[src/rtl/uart_pkg.sv]
// Shared types and the baud divider helper for the UART core and its RX FIFO.
package uart_pkg;

  typedef enum logic [1:0] {PAR_NONE, PAR_ODD, PAR_EVEN} parity_t;

  typedef enum logic [2:0] {IDLE, START, DATA, PAR, STOP} uart_state_t;

  typedef struct packed {
    logic [7:0] data;
    logic       perr;
    logic       ferr;
  } uart_rx_entry_t;

  // Rounded clocks per oversample tick, never below one.
  function automatic int calc_div(input int clk_hz, input int baud);
    int d;
    d = (clk_hz + 8 * baud) / (16 * baud);
    return (d < 1) ? 1 : d;
  endfunction

endpackage

[src/rtl/uart_rx_fifo.sv]
// First-word-fall-through receive FIFO; a push on a full FIFO is dropped
// unless a pop happens in the same cycle.
module uart_rx_fifo import uart_pkg::*; #(
  parameter int  DEPTH   = 16,
  parameter type entry_t = uart_rx_entry_t
) (
  input  logic   clk,
  input  logic   rst,
  input  logic   push,
  input  entry_t push_data,
  input  logic   pop,
  output entry_t head,
  output logic   empty,
  output logic   dropped
);

  localparam int AW = (DEPTH > 1) ? $clog2(DEPTH) : 1;
  localparam logic [AW:0] FULL_COUNT = (AW + 1)'(DEPTH);

  entry_t          mem_q [DEPTH];
  logic [AW-1:0]   wr_ptr_q, wr_ptr_d;
  logic [AW-1:0]   rd_ptr_q, rd_ptr_d;
  logic [AW:0]     count_q, count_d;
  logic            full;
  logic            push_en;
  logic            pop_en;

  assign empty   = (count_q == '0);
  assign full    = (count_q == FULL_COUNT);
  assign pop_en  = pop && !empty;
  assign push_en = push && (!full || pop_en);
  assign dropped = push && !push_en;
  assign head    = mem_q[rd_ptr_q];

  // Power-of-two depth lets the pointers wrap by natural overflow.
  always_comb begin
    wr_ptr_d = wr_ptr_q;
    rd_ptr_d = rd_ptr_q;
    count_d  = count_q;
    if (push_en) wr_ptr_d = wr_ptr_q + 1'b1;
    if (pop_en)  rd_ptr_d = rd_ptr_q + 1'b1;
    if (push_en && !pop_en)      count_d = count_q + 1'b1;
    else if (!push_en && pop_en) count_d = count_q - 1'b1;
  end

  always_ff @(posedge clk or posedge rst) begin
    if (rst) begin
      wr_ptr_q <= '0;
      rd_ptr_q <= '0;
      count_q  <= '0;
    end else begin
      wr_ptr_q <= wr_ptr_d;
      rd_ptr_q <= rd_ptr_d;
      count_q  <= count_d;
    end
  end

  always_ff @(posedge clk) begin
    if (push_en) mem_q[wr_ptr_q] <= push_data;
  end

endmodule

[src/rtl/uart_core.sv]
// UART transmitter and receiver with 16x oversampling, configurable framing
// and a first-word-fall-through receive FIFO.
module uart_core import uart_pkg::*; #(
  parameter int      CLK_HZ        = 50_000_000,
  parameter int      BAUD          = 115_200,
  parameter int      DATA_BITS     = 8,
  parameter parity_t PARITY        = PAR_NONE,
  parameter int      STOP_BITS     = 1,
  parameter int      RX_FIFO_DEPTH = 16
) (
  input  logic       clk,
  input  logic       rst,
  input  logic [7:0] tx_data,
  input  logic       tx_valid,
  output logic       tx_ready,
  output logic [7:0] rx_data,
  output logic       rx_perr,
  output logic       rx_ferr,
  output logic       rx_valid,
  input  logic       rx_ready,
  output logic       rx_overrun,
  input  logic       err_clr,
  input  logic       uart_rx,
  output logic       uart_tx
);

  localparam int            DIV       = calc_div(CLK_HZ, BAUD);
  localparam int            PW        = (DIV > 1) ? $clog2(DIV) : 1;
  localparam logic [PW-1:0] PRE_LAST  = PW'(DIV - 1);
  localparam logic [7:0]    DATA_MASK = 8'((1 << DATA_BITS) - 1);
  localparam logic          ODD       = (PARITY == PAR_ODD);
  localparam logic [2:0]    LAST_DBIT = 3'(DATA_BITS - 1);
  localparam logic [2:0]    LAST_SBIT = 3'(STOP_BITS - 1);

  uart_state_t    tx_state_q, tx_state_d;
  logic [PW-1:0]  tx_pre_q, tx_pre_d;
  logic [3:0]     tx_tick_q, tx_tick_d;
  logic [2:0]     tx_bit_q, tx_bit_d;
  logic [7:0]     tx_shift_q, tx_shift_d;
  logic           tx_par_q, tx_par_d;
  logic           tx_line_q, tx_line_d;
  logic           tx_rdy_q, tx_rdy_d;
  logic           tx_bit_end;

  logic [1:0]     sync_q, sync_d;
  logic           rx_prev_q, rx_prev_d;
  logic           rx_line;
  logic           rx_fall;
  uart_state_t    rx_state_q, rx_state_d;
  logic [PW-1:0]  rx_pre_q, rx_pre_d;
  logic [3:0]     rx_tick_q, rx_tick_d;
  logic [2:0]     rx_bit_q, rx_bit_d;
  logic [7:0]     rx_shift_q, rx_shift_d;
  logic           rx_perr_q, rx_perr_d;
  logic           rx_sample;
  logic           rx_bit_end;
  logic           rx_push;
  uart_rx_entry_t rx_entry;

  logic           ovr_q, ovr_d;
  uart_rx_entry_t fifo_head;
  logic           fifo_empty;
  logic           fifo_dropped;

  // Each FSM runs its own prescaler, restarted at frame start, so every
  // bit lasts exactly 16*DIV clocks from the first edge of the frame.
  always_comb begin
    tx_state_d = tx_state_q;
    tx_pre_d   = tx_pre_q;
    tx_tick_d  = tx_tick_q;
    tx_bit_d   = tx_bit_q;
    tx_shift_d = tx_shift_q;
    tx_par_d   = tx_par_q;
    tx_bit_end = (tx_pre_q == PRE_LAST) && (tx_tick_q == 4'hF);
    if (tx_state_q != IDLE) begin
      tx_pre_d = (tx_pre_q == PRE_LAST) ? '0 : tx_pre_q + 1'b1;
      if (tx_pre_q == PRE_LAST) tx_tick_d = tx_tick_q + 1'b1;
    end
    case (tx_state_q)
      IDLE: if (tx_valid && tx_rdy_q) begin
        tx_state_d = START;
        tx_pre_d   = '0;
        tx_tick_d  = '0;
        tx_bit_d   = '0;
        tx_shift_d = tx_data & DATA_MASK;
        tx_par_d   = (^(tx_data & DATA_MASK)) ^ ODD;
      end
      START: if (tx_bit_end) tx_state_d = DATA;
      DATA: if (tx_bit_end) begin
        tx_shift_d = tx_shift_q >> 1;
        if (tx_bit_q == LAST_DBIT) begin
          tx_bit_d   = '0;
          tx_state_d = (PARITY == PAR_NONE) ? STOP : PAR;
        end else begin
          tx_bit_d = tx_bit_q + 1'b1;
        end
      end
      PAR: if (tx_bit_end) tx_state_d = STOP;
      STOP: if (tx_bit_end) begin
        if (tx_bit_q == LAST_SBIT) tx_state_d = IDLE;
        else tx_bit_d = tx_bit_q + 1'b1;
      end
      default: tx_state_d = IDLE;
    endcase
    case (tx_state_d)
      START:   tx_line_d = 1'b0;
      DATA:    tx_line_d = tx_shift_d[0];
      PAR:     tx_line_d = tx_par_d;
      default: tx_line_d = 1'b1;
    endcase
    tx_rdy_d = (tx_state_d == IDLE);
  end

  assign sync_d    = {sync_q[0], uart_rx};
  assign rx_line   = sync_q[1];
  assign rx_prev_d = rx_line;
  assign rx_fall   = rx_prev_q && !rx_line;

  always_comb begin
    rx_state_d    = rx_state_q;
    rx_pre_d      = rx_pre_q;
    rx_tick_d     = rx_tick_q;
    rx_bit_d      = rx_bit_q;
    rx_shift_d    = rx_shift_q;
    rx_perr_d     = rx_perr_q;
    rx_push       = 1'b0;
    rx_entry.data = rx_shift_q;
    rx_entry.perr = rx_perr_q;
    rx_entry.ferr = !rx_line;
    rx_sample     = (rx_pre_q == PRE_LAST) && (rx_tick_q == 4'd7);
    rx_bit_end    = (rx_pre_q == PRE_LAST) && (rx_tick_q == 4'hF);
    if (rx_state_q != IDLE) begin
      rx_pre_d = (rx_pre_q == PRE_LAST) ? '0 : rx_pre_q + 1'b1;
      if (rx_pre_q == PRE_LAST) rx_tick_d = rx_tick_q + 1'b1;
    end
    case (rx_state_q)
      IDLE: if (rx_fall) begin
        rx_state_d = START;
        rx_pre_d   = '0;
        rx_tick_d  = '0;
        rx_bit_d   = '0;
        rx_shift_d = '0;
        rx_perr_d  = 1'b0;
      end
      START: begin
        if (rx_sample && rx_line) rx_state_d = IDLE;
        else if (rx_bit_end)      rx_state_d = DATA;
      end
      DATA: begin
        if (rx_sample) rx_shift_d[rx_bit_q] = rx_line;
        if (rx_bit_end) begin
          if (rx_bit_q == LAST_DBIT) rx_state_d = (PARITY == PAR_NONE) ? STOP : PAR;
          else rx_bit_d = rx_bit_q + 1'b1;
        end
      end
      PAR: begin
        if (rx_sample)  rx_perr_d = rx_line ^ (^rx_shift_q) ^ ODD;
        if (rx_bit_end) rx_state_d = STOP;
      end
      STOP: if (rx_sample) begin
        rx_push    = 1'b1;
        rx_state_d = IDLE;
      end
      default: rx_state_d = IDLE;
    endcase
  end

  // A fresh overrun wins over a clear in the same cycle.
  assign ovr_d = fifo_dropped || (ovr_q && !err_clr);

  always_ff @(posedge clk or posedge rst) begin
    if (rst) begin
      tx_state_q <= IDLE;
      tx_pre_q   <= '0;
      tx_tick_q  <= '0;
      tx_bit_q   <= '0;
      tx_shift_q <= '0;
      tx_par_q   <= 1'b0;
      tx_line_q  <= 1'b1;
      tx_rdy_q   <= 1'b0;
      sync_q     <= 2'b11;
      rx_prev_q  <= 1'b1;
      rx_state_q <= IDLE;
      rx_pre_q   <= '0;
      rx_tick_q  <= '0;
      rx_bit_q   <= '0;
      rx_shift_q <= '0;
      rx_perr_q  <= 1'b0;
      ovr_q      <= 1'b0;
    end else begin
      tx_state_q <= tx_state_d;
      tx_pre_q   <= tx_pre_d;
      tx_tick_q  <= tx_tick_d;
      tx_bit_q   <= tx_bit_d;
      tx_shift_q <= tx_shift_d;
      tx_par_q   <= tx_par_d;
      tx_line_q  <= tx_line_d;
      tx_rdy_q   <= tx_rdy_d;
      sync_q     <= sync_d;
      rx_prev_q  <= rx_prev_d;
      rx_state_q <= rx_state_d;
      rx_pre_q   <= rx_pre_d;
      rx_tick_q  <= rx_tick_d;
      rx_bit_q   <= rx_bit_d;
      rx_shift_q <= rx_shift_d;
      rx_perr_q  <= rx_perr_d;
      ovr_q      <= ovr_d;
    end
  end

  uart_rx_fifo #(
    .DEPTH   (RX_FIFO_DEPTH),
    .entry_t (uart_rx_entry_t)
  ) u_rx_fifo (
    .clk       (clk),
    .rst       (rst),
    .push      (rx_push),
    .push_data (rx_entry),
    .pop       (rx_ready),
    .head      (fifo_head),
    .empty     (fifo_empty),
    .dropped   (fifo_dropped)
  );

  assign uart_tx    = tx_line_q;
  assign tx_ready   = tx_rdy_q;
  assign rx_valid   = !fifo_empty;
  assign rx_data    = rx_valid ? fifo_head.data : 8'h00;
  assign rx_perr    = rx_valid && fifo_head.perr;
  assign rx_ferr    = rx_valid && fifo_head.ferr;
  assign rx_overrun = ovr_q;

endmodule
[config.mk]
export PLATFORM = sky130hd
export DESIGN_NAME = uart_core
export DESIGN_NICKNAME = d
export VERILOG_FILES = /design/src/rtl/uart_pkg.sv /design/src/rtl/uart_rx_fifo.sv /design/src/rtl/uart_core.sv
export SDC_FILE = /design/constraint.sdc
export NUM_CORES = 1
export LEC_CHECK = 0
export ABC_AREA = 0
export BUFFER_PORTS_ARGS = -buffer_cell sky130_fd_sc_hd__buf_2
export CAP_MARGIN = 10
export CORE_MARGIN = 2
export CORE_UTILIZATION = 55
export CTS_BUF_LIST = sky130_fd_sc_hd__clkbuf_4 sky130_fd_sc_hd__clkbuf_8
export DETAILED_ROUTE_END_ITERATION = 7
export PLACE_DENSITY = 0.75
export SKIP_LAST_GASP = 1
export SYNTH_ARGS = -nofsm -noshare
export SYNTH_HDL_FRONTEND = slang
export SYNTH_SLANG_ARGS = --single-unit
[constraint.sdc]
create_clock -name clk -period 9 [get_ports clk]
set_clock_uncertainty 0.2 [all_clocks]
set_input_delay 0.45 -clock clk [delete_from_list [all_inputs] [get_ports clk]]
set_output_delay 0.45 -clock clk [all_outputs]
set_load 0.05 [all_outputs]
==> flow_metrics.py, run 1 <==
metrics = {
    "logic_synthesis": {
        "synthesis.area_um2": 9680,
        "synth_edf_count": 160,
        "synth.distinct_cells": 51,
        "syn-num-nets": 642,
        "portion_of_the_post_synthesis_area_used_by_sequential_elements_pct": 67.0,
        "dominantRegCellSynth": "sky130_fd_sc_hd__edfxtp_1",
        "syn_inst": 607,
        "yosysWarningCount": 0,
        "syn_avg_cell_area_um2": 15.9,
        "synth_async_sr_flop_share_pct": 29.5,
        "synth.ff_latch_count": 227,
    },
    "floorplan": {
        "floorplan.initialDensity_pct": 56.1,
        "die_w_um": 137,
        "die_h_um": 137,
        "design.die.area_um2": 18700,
        "core_um2": 17200,
        "io_pins": 28,
        "placement_rows": 48,
    },
    "global_routing": {
        "grt_use_met2_pct": 35.6,
        "grt_util_all_layers_pct": 20.2,
        "grt-busiest-layer": "met2",
        "global_route_wire_length_before_repair_um": 28700,
        "grt_util_met1_pct": 25.0,
        "global_route.overflow_total": 0,
        "grt_max_degree": 68,
        "antenna_found_initial": 0,
        "use_met3_pct": 3.93,
        "first_global_vias": 5575,
    },
    "worst_setup_path": {
        "r2r-end": "u_rx_fifo.count_q[4]$_DFFE_PP0P_",
        "timing.reg2reg.setup_slack_ns": 5.32,
        "critPathLaunch": "u_rx_fifo.rd_ptr_q[0]$_DFFE_PP0P_",
        "regToRegStartpoint": "rx_pre_q[0]$_DFF_PP0_",
        "crit_path_max_fanout": 43,
        "path_class": "register to output port",
        "cp-end-kind": "output port",
        "worst_r2r_path_depth": 13,
        "worst-endpoint-arrival_ns": 3.07,
        "critical_path_required_ns": 8.35,
        "startpoint_type": "register",
    },
    "clock_tree": {
        "cts.htree.levels": 2,
        "cts_tree": "built",
        "clk_latency_ns": 0.54,
        "cts-root-buf": "sky130_fd_sc_hd__clkbuf_8",
        "clock_tree.buffer_depth": 3,
        "tritoncts.num_buffers": 38,
        "clock_sinks": 227,
        "clkTransAtPathRegs_ns": 0.06,
    },
    "power_and_ir_drop": {
        "power_leakage_uw": 0.00439,
        "power_density_nw_per_um2": 195,
        "ir_drop_uv": 129,
    },
    "timing": {
        "setup_viol": 0,
        "worst_slew_pin_slew_ns": 1.01,
        "setup_repair_after_global_routing_missed_its_margin": "no",
        "period_share_pct": 41.3,
        "timing.final.max_slew_violations": 0,
        "fmax_ghz": 0.269,
        "fin_setup_tns_ns": 0,
        "final_hold_vios": 0,
        "worst_slew_margin_rel_pct": 32.7,
        "post-route-min-period_ns": 3.72,
    },
    "drt": {
        "wl_per_cell_um": 19.2,
        "routed_wl_um": 17700,
        "detailedRoute.firstIterationViolations": 358,
        "antenna_violating_nets_post_route": 0,
        "drc": 0,
        "dr.pass1.iters": 6,
        "via_per_inst": 5.76,
        "vias": 5315,
    },
    "min_path": {
        "worst_hold_path.num_cells": 3,
        "min-delay-path-class": "primary input to register",
        "hold_crit_endpoint": "tx_shift_q[0]$_DFF_PP0_",
        "hold_start": "tx_data[0]",
    },
    "finish": {
        "final_util_pct": 63.3,
        "mostFrequentLayoutCell": "sky130_fd_sc_hd__edfxtp_1",
        "insertedDiodeCount": 0,
        "area.growth.synth_to_final_pct": 12.7,
        "layout_common_cells": "sky130_fd_sc_hd__edfxtp_1 (160), sky130_fd_sc_hd__dfrtp_1 (62), sky130_fd_sc_hd__mux4_2 (50), sky130_fd_sc_hd__nand2_1 (48), sky130_fd_sc_hd__clkbuf_8 (39)",
        "drive_above_1_share_pct": 23.7,
        "num-nets-final": 704,
    },
    "run_status": {
        "outcome": "finished, final reports clean",
    },
    "place": {
        "dp.final_hpwl_um": 11600,
        "port_buffers": 27,
        "placer_congestion_estimate": 0.831,
    },
    "job": {
        "max_cap_violations": 0,
    },
}
[report_power, final]
group	internal (uW)	switching, uW
sequential	1120	16.5
clock	515	398
combinational	28.9	40.1
total	1670	455
[Yosys cell counts (5+ instances only)]
master | instances | area (um^2)
sky130_fd_sc_hd__xnor2_1 | 21 | 184
sky130_fd_sc_hd__o21ai_0 | 27 | 135
sky130_fd_sc_hd__a22oi_1 | 7 | 52.6
sky130_fd_sc_hd__nand2b_1 | 12 | 75.1
sky130_fd_sc_hd__mux4_2 | 50 | 1130
sky130_fd_sc_hd__xor2_1 | 8 | 70.1
sky130_fd_sc_hd__mux2i_1 | 5 | 50.1
sky130_fd_sc_hd__and2_1 | 11 | 68.8
sky130_fd_sc_hd__nand2_1 | 48 | 180
sky130_fd_sc_hd__nor3_1 | 10 | 50.1
sky130_fd_sc_hd__nand4_1 | 7 | 43.8
sky130_fd_sc_hd__mux2_2 | 5 | 56.3
sky130_fd_sc_hd__inv_1 | 15 | 56.3
sky130_fd_sc_hd__nor2_1 | 35 | 131
sky130_fd_sc_hd__nand3_1 | 16 | 80.1
sky130_fd_sc_hd__a22o_1 | 5 | 43.8
sky130_fd_sc_hd__dfrtp_1 | 63 | 1580
sky130_fd_sc_hd__clkbuf_1 | 14 | 52.6
sky130_fd_sc_hd__a21oi_1 | 9 | 45.0
sky130_fd_sc_hd__ha_1 | 20 | 250
sky130_fd_sc_hd__edfxtp_1 | 160 | 4800
[cells by family (layout without fill, tap and decap cells)]
| group | Yosys count | after routing | synth area share [%] |
|---|---|---|---|
| AND/OR/NAND/NOR | 166 | 166 | 8.87 |
| buffers and inverters | 39 | 129 | 1.77 |
| adder cells (fa/ha/maj) | 21 | 21 | 2.79 |
| multiplexers | 60 | 60 | 12.7 |
| flip-flops | 227 | 227 | 67.0 |
| AO/OA/AOI/OAI | 65 | 65 | 4.19 |
| XOR/XNOR | 29 | 29 | 2.62 |
[worst max path at each step]
stage / to / cells after the start / slack (ns)
2_1_floorplan: u_rx_fifo.count_q[4]$_DFFE_PP0P_ / 14 / 5.77
3_3_place_gp: u_rx_fifo.count_q[4]$_DFFE_PP0P_ / 13 / 5.49
3_5_place_dp: u_rx_fifo.count_q[4]$_DFFE_PP0P_ / 13 / 5.33
4_1_cts: rx_data[3] / 5 / 5.21
5_1_grt: u_rx_fifo.count_q[4]$_DFFE_PP0P_ / 13 / 5.05
6_report: rx_data[7] / 5 / 5.28
[worst max-delay path, cell delays in order, from the launching register on]
cell and delay (ns):
sky130_fd_sc_hd__dfrtp_2 0.33, sky130_fd_sc_hd__buf_4 0.64, sky130_fd_sc_hd__mux4_2 0.61, sky130_fd_sc_hd__mux4_2 0.52, sky130_fd_sc_hd__and2_1 0.19, sky130_fd_sc_hd__buf_2 0.21
[per-stage QoR]
step	hold WS [ns]	cell area, um^2	worst slack, ns	instances	power, uW
3_5_place_dp	0.147	10000	5.33	843	1230
4_1_cts	0.0273	10900	5.21	921	2140
3_3_place_gp	0.147	10000	5.49	843	1220
6_report	0.0685	10900	5.28	922	2120
5_1_grt	0.0909	10900	5.05	922	2210
2_1_floorplan	0.145	9680	5.77	607	1200
[flip-flops by register name (all words and copies together), names as in the netlist]
signal              flops
u_rx_fifo.wr_ptr_q      4
tx_state_q              3
rx_shift_q              8
u_rx_fifo.rd_ptr_q      4
u_rx_fifo.count_q       5
tx_tick_q               4
tx_shift_q              8
tx_par_q                1
rx_state_q              3
tx_bit_q                3
rx_overrun              1
rx_prev_q               1
rx_bit_q                3
tx_pre_q                5
rx_tick_q               4
rx_pre_q                5
rx_perr_q               1
u_rx_fifo.mem_q       160
tx_ready                1
uart_tx                 1
sync_q                  2
[metal layers]
metal / share of wire (%) / wire, um
met5: 0 / 0
met2: 53 / 9310
met4: 1.7 / 306
met1: 41 / 7170
met3: 5.0 / 889
[layout make-up]
type                            instances  area [um^2]
Sequential cell                       227         6490
Fill cell                            1213         6330
Multi-Input combinational cell        341         3020
Clock buffer                           58          679
Timing Repair Buffer                   45          293
Tap cell                              225          282
Clock inverter                         10         86.3
Inverter                               16         60.1
[timing repair]
item                      in CTS  in global routing
buffers inserted               0                  0
hold buffers                  10                  0
resized for setup              0                  0
hold endpoints to repair      72                  0
Note: power is estimated with default switching activity, not from simulation.
==> inputs of run 2 (changes only) <==
Clock period 9 ns to 3.85 ns, I/O delays scaled along.
==> run 2 against run 1 <==
Register-to-register slack lost 4.9 ns. Critical path depth rose by 8. Die area stayed put. Sequential power grew 130%. Critical endpoint is now u_rx_fifo.count_q[4]$_DFFE_PP0P_. Highest routed layer unchanged. Sequential share of layout area fell by 0.57 points. Worst setup slack got worse by 4.9 ns.
==> flow_metrics.py, run 2 (synthesis results as in run 1) <==
metrics = {
    "power_and_ir_drop": {
        "power_frac_clock_pct": 42.2,
        "switching_share_pct": 20.5,
        "power_report.internal_total_uw": 3890,
        "ir_drop_uv": 346,
        "power.net_switching_uw": 1010,
        "combPwrFrac_pct": 3.4,
        "power_leakage_uw": 0.00444,
        "power_density_nw_per_um2": 445,
        "seqPwrFrac_pct": 54.5,
    },
    "clock_tree": {
        "post_cts.resized_instances": 0,
        "tritoncts.num_buffers": 37,
        "cts_tree": "built",
        "cts.htree.levels": 2,
        "clock_sinks": 227,
        "clkTransAtPathRegs_ns": 0.06,
        "cts-root-buf": "sky130_fd_sc_hd__clkbuf_8",
        "clk_latency_ns": 0.52,
        "clock_tree.buffer_depth": 3,
    },
    "worst_setup_path": {
        "critical_path_required_ns": 4.09,
        "startpoint_type": "register",
        "timing.reg2reg.setup_slack_ns": 0.39,
        "path_class": "register to register",
        "crit_path_max_fanout": 9,
        "worst_r2r_path_depth": 13,
        "worst-endpoint-arrival_ns": 3.70,
        "cp-end-kind": "register",
    },
    "timing": {
        "worst_slew_pin_slew_ns": 0.884,
        "timing.final.max_slew_violations": 0,
        "fin_setup_tns_ns": 0,
        "setup_viol": 0,
        "post-route-min-period_ns": 3.46,
        "setup_repair_after_global_routing_missed_its_margin": "no",
        "final_hold_vios": 0,
        "period_share_pct": 89.8,
        "worst_slack_ns": 0.391,
        "fmax_ghz": 0.289,
        "worst_slew_margin_rel_pct": 40.8,
    },
    "drt": {
        "routed_wl_um": 18900,
        "antenna_violating_nets_post_route": 0,
        "via_per_inst": 5.84,
        "vias": 5435,
        "wl_per_cell_um": 20.3,
        "detailedRoute.firstIterationViolations": 394,
        "dr.pass1.iters": 5,
        "drc": 0,
    },
    "floorplan": {
        "floorplan.initialDensity_pct": 56.1,
        "die_w_um": 137,
        "placement_rows": 48,
        "core_um2": 17200,
        "design.die.area_um2": 18700,
        "die_h_um": 137,
        "io_pins": 28,
    },
    "finish": {
        "mostFrequentLayoutCell": "sky130_fd_sc_hd__edfxtp_1",
        "num-nets-final": 716,
        "area.growth.synth_to_final_pct": 13.8,
        "num-fill-cells": 1236,
        "insertedDiodeCount": 0,
        "biggest_regs": "u_rx_fifo.mem_q: 160 flops, rx_shift_q: 8 flops, tx_shift_q: 8 flops",
        "layout_common_cells": "sky130_fd_sc_hd__edfxtp_1 (160), sky130_fd_sc_hd__dfrtp_1 (62), sky130_fd_sc_hd__mux4_2 (50), sky130_fd_sc_hd__nand2_1 (48), sky130_fd_sc_hd__clkbuf_8 (43)",
        "max_flop_register": "u_rx_fifo.mem_q",
        "largest_register_ffs": 160,
        "drive_above_1_share_pct": 23.7,
    },
    "job": {
        "max_cap_violations": 0,
    },
    "min_path": {
        "worst_hold_path.num_cells": 2,
        "min-delay-path-class": "primary input to register",
    },
    "place": {
        "dp.final_hpwl_um": 12300,
        "detailedPlace.worstSlack_ns": 0.452,
        "port_buffers": 27,
        "placer_congestion_estimate": 0.819,
    },
    "global_routing": {
        "grt_util_all_layers_pct": 21.8,
        "antenna_found_initial": 0,
        "global_route_wire_length_before_repair_um": 30300,
        "grt_max_degree": 44,
        "global_route.overflow_total": 0,
        "first_global_vias": 5662,
    },
    "run_status": {
        "outcome": "finished, final reports clean",
    },
}
[run 2: cell types whose count changed in the layout (fill, tap and decap cells not counted), moves of 2 or more]
cell                            before  now
sky130_fd_sc_hd__clkbuf_4           19   12
sky130_fd_sc_hd__clkinv_1            5    7
sky130_fd_sc_hd__inv_8               2    0
sky130_fd_sc_hd__buf_4               7   15
sky130_fd_sc_hd__clkbuf_8           39   43
sky130_fd_sc_hd__dlygate4sd3_1      10   15
[run 2: worst max-delay path: stages, from the launching register on]
cell and delay (ns):
sky130_fd_sc_hd__dfrtp_1 0.42, sky130_fd_sc_hd__inv_1 0.08, sky130_fd_sc_hd__ha_1 0.18, sky130_fd_sc_hd__nand4b_2 0.25
sky130_fd_sc_hd__nor3_4 0.36, sky130_fd_sc_hd__and3_1 0.24, sky130_fd_sc_hd__ha_1 0.24, sky130_fd_sc_hd__inv_1 0.11
sky130_fd_sc_hd__ha_1 0.32, sky130_fd_sc_hd__nor2b_1 0.15, sky130_fd_sc_hd__o21a_1 0.18, sky130_fd_sc_hd__or3_1 0.31
sky130_fd_sc_hd__a21oi_1 0.18, sky130_fd_sc_hd__xor2_1 0.15
[run 2: final cells by class]
cell class	count	area, um^2	share of cell area (%)
tap	225	282	2.56
timing repair buffer	58	418	3.79
inverter	16	60.1	0.545
clock inverter	9	65.1	0.591
multi-input combinational	341	3020	27.4
clock buffer	55	682	6.19
sequential	227	6490	58.9
[run 2: path summary, 6_finish.rpt]
check | startpoint | end
min | uart_rx | sync_q[0]$_DFF_PP1_
max reg2reg | rx_pre_q[0]$_DFF_PP0_ | u_rx_fifo.count_q[4]$_DFFE_PP0P_
max | rx_pre_q[0]$_DFF_PP0_ | u_rx_fifo.count_q[4]$_DFFE_PP0P_
min in group asynchronous | rst | rx_overrun$_DFF_PP0_
min reg2reg | sync_q[0]$_DFF_PP1_ | sync_q[1]$_DFF_PP1_
max in group asynchronous | rst | sync_q[1]$_DFF_PP1_
[run 2: per-layer routing]
metal / vias to the layer above / routed length (um) / GRT usage, %
met5: - / 0 / 0
met4: 0 / 408 / 7.47
met3: 27 / 1050 / 4.33
met2: 171 / 9630 / 36.8
met1: 2770 / 7830 / 28.6
li1: 2467 / - / -
[run 2: power groups by stage]
stage	logic (uW)	clock network, uW	registers (uW)
6_report	166	2070	2670
3_3_place_gp	141	0	2710
4_1_cts	166	2120	2670
2_1_floorplan	111	0	2700
5_1_grt	187	2210	2670
3_5_place_dp	156	0	2710
[run 2: through the flow]
stage               cell area, um^2  power [uW]  util [%]  instances  hold slack, ns
finish                        11000        4900      63.9        931           0.128
global route                  11000        5070      63.9        931           0.125
CTS                           11000        4950      63.9        931          0.0822
detailed placement            10100        2870      58.7        852          0.0995
global placement              10100        2850      58.7        852           0.101
floorplan                      9680        2820         -        607        -0.00302
[run 2: what timing repair did]
action	in CTS	in global routing
buffers inserted	0	0
endpoints found under the hold margin	54	0
hold buffers	15	0
endpoints found under the setup margin	0	0
